### src/rtl/gcd_control.sv
// gcd_control: FSM controller for the subtractive-GCD datapath.
//
// Wraps the datapath in a valid/ready request/response handshake. An accepted
// request loads inA/inB into the datapath A/B registers. The controller then
// repeatedly swaps (A < B) or subtracts (A := A - B) until B == 0, and finally
// presents the result sitting on the datapath vout until the consumer takes it.
//
// Ports:
//   clk        rising-edge clock
//   rst_n      asynchronous active-low reset
//   req_val    upstream: operands valid on datapath inA/inB
//   req_rdy    upstream: controller can accept a request (IDLE)
//   resp_val   downstream: result valid on datapath vout (DONE)
//   resp_rdy   downstream: consumer accepts result
//   zero       datapath status, B == 0
//   lt         datapath status, A < B
//   mux_sel_A  00=inA, 01=B, 10=A-B, 11=hold A
//   mux_sel_B  0=inB, 1=A
//   A_reg_en   datapath A register load enable
//   B_reg_en   datapath B register load enable
//   cycles     (only with GCD_CYCLE_CNT_EN) saturating count of CALC cycles
//              of the most recent request
//
// Optional feature macro: GCD_CYCLE_CNT_EN adds the cycles output and its
// counter. Without it the port and the counter are absent.
//
// State table:
//   state  | meaning
//   IDLE   | waiting for req_val; req_rdy=1; accept loads operands
//   CALC   | one swap, subtract or zero-detect step per cycle
//   DONE   | result held on vout; resp_val=1 until resp_rdy

module gcd_control #(
    parameter int CNT_W = 16
) (
    input  logic             clk,
    input  logic             rst_n,
    input  logic             req_val,
    output logic             req_rdy,
    output logic             resp_val,
    input  logic             resp_rdy,
    input  logic             zero,
    input  logic             lt,
    output logic [1:0]       mux_sel_A,
    output logic             mux_sel_B,
    output logic             A_reg_en,
`ifdef GCD_CYCLE_CNT_EN
    output logic             B_reg_en,
    output logic [CNT_W-1:0] cycles
`else
    output logic             B_reg_en
`endif
);

    localparam logic [1:0] S_IDLE = 2'b00;
    localparam logic [1:0] S_CALC = 2'b01;
    localparam logic [1:0] S_DONE = 2'b10;

    logic [1:0] r_state;
    logic [1:0] w_next;

    always_ff @(posedge clk or negedge rst_n) begin
        if (!rst_n) begin
            r_state <= S_IDLE;
        end else begin
            r_state <= w_next;
        end
    end

    always_comb begin
        w_next    = r_state;
        mux_sel_A = 2'b11;
        mux_sel_B = 1'b0;
        A_reg_en  = 1'b0;
        B_reg_en  = 1'b0;
        req_rdy   = 1'b0;
        resp_val  = 1'b0;

        case (r_state)
            S_IDLE: begin
                req_rdy = 1'b1;
                if (req_val) begin
                    mux_sel_A = 2'b00;
                    mux_sel_B = 1'b0;
                    A_reg_en  = 1'b1;
                    B_reg_en  = 1'b1;
                    w_next    = S_CALC;
                end
            end
            S_CALC: begin
                // zero and lt are never both set (B == 0 means A < B is false),
                // so checking lt first is enough.
                if (lt) begin
                    mux_sel_A = 2'b01;
                    mux_sel_B = 1'b1;
                    A_reg_en  = 1'b1;
                    B_reg_en  = 1'b1;
                end else if (!zero) begin
                    mux_sel_A = 2'b10;
                    A_reg_en  = 1'b1;
                end else begin
                    w_next = S_DONE;
                end
            end
            S_DONE: begin
                resp_val = 1'b1;
                if (resp_rdy) begin
                    w_next = S_IDLE;
                end
            end
            default: begin
                w_next = S_IDLE;
            end
        endcase

        // While reset is held the datapath must not load, whatever req_val does.
        if (!rst_n) begin
            mux_sel_A = 2'b11;
            mux_sel_B = 1'b0;
            A_reg_en  = 1'b0;
            B_reg_en  = 1'b0;
            req_rdy   = 1'b1;
            resp_val  = 1'b0;
        end
    end

`ifdef GCD_CYCLE_CNT_EN
    logic [CNT_W-1:0] r_cycles;

    always_ff @(posedge clk or negedge rst_n) begin
        if (!rst_n) begin
            r_cycles <= '0;
        end else if ((r_state == S_IDLE) && req_val) begin
            r_cycles <= '0;
        end else if ((r_state == S_CALC) && !(&r_cycles)) begin
            r_cycles <= r_cycles + CNT_W'(1);
        end
    end

    assign cycles = r_cycles;
`endif

endmodule

### config.mk
export PLATFORM = sky130hd
export DESIGN_NAME = gcd_control
export DESIGN_NICKNAME = d
export VERILOG_FILES = /design/src/rtl/gcd_control.sv
export SDC_FILE = /design/constraint.sdc
export NUM_CORES = 1
export LEC_CHECK = 0
export ABC_AREA = 0
export CORE_AREA = 2 2 39 41
export DETAILED_ROUTE_END_ITERATION = 7
export DIE_AREA = 0 0 41 43
export SETUP_SLACK_MARGIN = 0.4
export SYNTH_ARGS = -nofsm -noshare
export SYNTH_HDL_FRONTEND = slang
export SYNTH_SLANG_ARGS = --single-unit
### constraint.sdc
create_clock -name clk -period 1.4 [get_ports clk]
set_input_delay 0.28 -clock clk [delete_from_list [all_inputs] [get_ports clk]]
set_output_delay 0.28 -clock clk [all_outputs]
set_load 0.01 [all_outputs]
==> load_flow_metrics.sql <==
INSERT INTO impl_metrics (metric_group, metric, value, unit) VALUES
('grt', 'grt_start_max_net_pins', '8', ''),
('layout', 'finish.net_count', '55', ''),
('floorplanning', 'die-area', '1760', 'sq um'),
('grt', 'number_of_antenna_violations_at_the_first_check_in_global_routing', '0', ''),
('synth', 'synth_seq_cells', '2', ''),
('clock_network', 'number_of_h_tree_branching_levels', '1', ''),
('synth', 'synth_compound_gate_area_share', '0.167', ''),
('run', 'drv.max_cap_violation_count', '0', ''),
('clock_network', 'cts-root-buf', 'sky130_fd_sc_hd__clkbuf_4', ''),
('timing', 'final_min_period_over_clock_period', '1.07', ''),
('placed_design', 'hpwl', '419', 'microns'),
('timing', 'final-max-slew-violation-count', '0', ''),
('placed_design', 'number_of_buffers_added_on_ports', '12', ''),
('synth', 'post_synth_inst_count', '20', ''),
('floorplanning', 'cell_row_count', '14', ''),
('drt', 'routed-via-count', '253', ''),
('power_and_ir_drop', 'power.density', '1120', 'nW/um^2'),
('drt', 'routed_wl', '622', 'microns'),
('drt', 'detail_route.first_pass.iterations', '1', ''),
('worst_setup_path', 'max_stage_delay', '440', 'ps'),
('power_and_ir_drop', 'ir_drop', '0.311', 'mV'),
('floorplanning', 'floorplan.core_area', '1380', 'sq um'),
('clock_network', 'clock_tree_from_tritoncts', 'built', ''),
('clock_network', 'cts-root-to-sink-buffers', '2', ''),
('timing', 'max_freq', '667', 'MHz'),
('drt', 'route.detailed.drc', '0', ''),
('layout', 'regMostFlops', 'r_state', ''),
('layout', 'layout-drive-gt1-share', '0.729', ''),
('placed_design', 'post-place-ws', '-607', 'ps'),
('clock_network', 'clock_sinks', '2', ''),
('timing', 'rsz0062_at_grt', 'true', ''),
('outcome', 'outcome', 'finished with violations', ''),
('timing', 'finalWorstPathRequiredPeriod', '1500', 'ps'),
('worst_setup_path', 'timing.critical_path.from_type', 'flop', ''),
('floorplanning', 'initial_utilization', '0.119', ''),
('grt', 'gr-total-overflow', '0', ''),
('power_and_ir_drop', 'static-leakage-power', '0.220', 'nW'),
('layout', 'insertedDiodeCount', '0', ''),
('synth', 'mappedNetlistArea', '165', 'sq um'),
('floorplanning', 'ioPinCount', '13', ''),
('placed_design', 'place_area', '387', 'sq um'),
('synth', 'synth_top_family_by_area', 'simple AND/OR/NAND/NOR gates', ''),
('synth', 'synth_fa_ha_area_frac', '0', ''),
('layout', 'largest_registers', 'r_state x2', ''),
('layout', 'area.growth.synth_to_final', '178', '%'),
('outcome', 'violations', 'negative setup slack', ''),
('layout', 'mostFrequentLayoutCell', 'sky130_fd_sc_hd__buf_4', ''),
('clock_network', 'cts.reportedPaths.clkPinSlew', '40', 'ps'),
('layout', 'design_area', '459', 'sq um'),
('timing', 'final-setup-viol-count', '4', ''),
('worst_setup_path', 'worst_setup_end_kind', 'output pin', ''),
('timing', 'hold_viol', '0', ''),
('timing', 'post_route_worst_setup_slack', '-98.8', 'ps'),
('clock_network', 'insertion_delay', '240', 'ps'),
('synth', 'synthesis.area_per_instance', '8.26', 'sq um'),
('synth', 'mux_share_of_post_synthesis_cell_area', '0', ''),
('synth', 'synth_xor_area_frac', '0', ''),
('worst_setup_path', 'critical_path_required', '1120', 'ps'),
('synth', 'yosysSeqAreaShare', '0.303', ''),
('grt', 'grt_pass1_wl', '1090', 'microns'),
('worst_setup_path', 'critical-path-slowest-cell', 'sky130_fd_sc_hd__dfrtp_2', ''),
('drt', 'route.detailed.wl_per_inst', '9.72', 'microns'),
('min_path', 'timing.hold.worst.class', 'in -> async', ''),
('timing', 'finalClockSkew', '11.8', 'ps'),
('placed_design', 'gpl.final_weighted_congestion', '0.624', ''),
('layout', 'layout_common_cells', 'sky130_fd_sc_hd__buf_4, sky130_fd_sc_hd__buf_2, sky130_fd_sc_hd__dlygate4sd2_1, sky130_fd_sc_hd__buf_6, sky130_fd_sc_hd__clkbuf_4', ''),
('timing', 'worst_slew_pin_slew', '195', 'ps'),
('synth', 'post_synth_and_or_nand_nor_area_fraction', '0.508', ''),
('drt', 'drt_iter0_drc', '0', ''),
('drt', 'routed_via_density', '3.95', ''),
('floorplanning', 'die-width', '41', 'microns');
==> final cells by class <==
type                            count  area (sq um)  area share
Clock buffer                        4          26.3      0.0572
Sequential cell                     2          52.6       0.114
Tap cell                           16          20.0      0.0436
Multi-Input combinational cell     17           163       0.354
Timing Repair Buffer               24           194       0.422
Inverter                            1          3.75     0.00817
==> cell usage after synthesis (all sizes together) <==
cell,instances,area (sq um)
nor3,1,5.00
and3b,1,8.76
inv,1,3.75
nand2b,1,6.26
dfrtp,2,50.1
nor2,2,7.51
nor3b,1,7.51
and2,2,12.5
o21ai,4,20.0
nand4bb,1,11.3
o21a,1,7.51
nor4,1,12.5
nor2b,2,12.5
==> metrics by stage <==
step	std cells	total power, W	hold WS (ps)	util	setup TNS, ps
after floorplan	20	0.000181	-15.6	-	0
after global placement	56	0.000297	585	0.279	-3550
after detailed placement	56	0.000298	599	0.279	-3590
after CTS	64	0.000511	83.1	0.328	-306
after global routing	64	0.000550	114	0.332	-570
final	64	0.000514	103	0.332	-263
==> timing repair <==
item                                    CTS  global route
endpoints found under the setup margin    8             9
buffers inserted                          4             0
pin swaps                                 4             1
resized for setup                        42             2
==> power breakdown <==
group / internal [W] / switching, W / leakage (nW)
Sequential: 0.0000738 / 0.0000270 / 0.0222
Clock: 0.000107 / 0.0000476 / 0.0150
Combinational: 0.000162 / 0.0000965 / 0.183
==> worst paths after layout <==
check | startpoint | end | slack [ps] | cells after the start
setup / recovery | r_state[0] | A_reg_en | -100 | 3
hold / removal | rst_n | r_state[1] | 100 | 2
setup reg to reg | r_state[1] | r_state[1] | 370 | 4
hold reg to reg | r_state[0] | r_state[0] | 720 | 2
max in group asynchronous | rst_n | r_state[0] | 1180 | 2
min in group clk | zero | r_state[1] | 570 | 4
==> routing by layer <==
| layer | vias up | global-route usage | wire (microns) |
|---|---|---|---|
| li1 | 128 | - | - |
| met1 | 113 | 0.0924 | 216 |
| met2 | 10 | 0.147 | 345 |
| met3 | 2 | 0.0157 | 34 |
| met4 | 0 | 0.120 | 25 |
| met5 | - | 0 | 0 |
==> logic make-up after synthesis <==
logic type / after synthesis
AOI/OAI and AO/OA: 5
buffers and inverters: 1
and+or+nand+nor: 12
DFF: 2
==> worst max-delay path, delay by kind of cell, from the launching register on <==
kind / cells / cell delay, ps
buffers and inverters: 1 / 170
AND/OR/NAND/NOR: 2 / 370
flip-flops: 1 / 440
No activity file was read; power rests on OpenSTA's default activity.
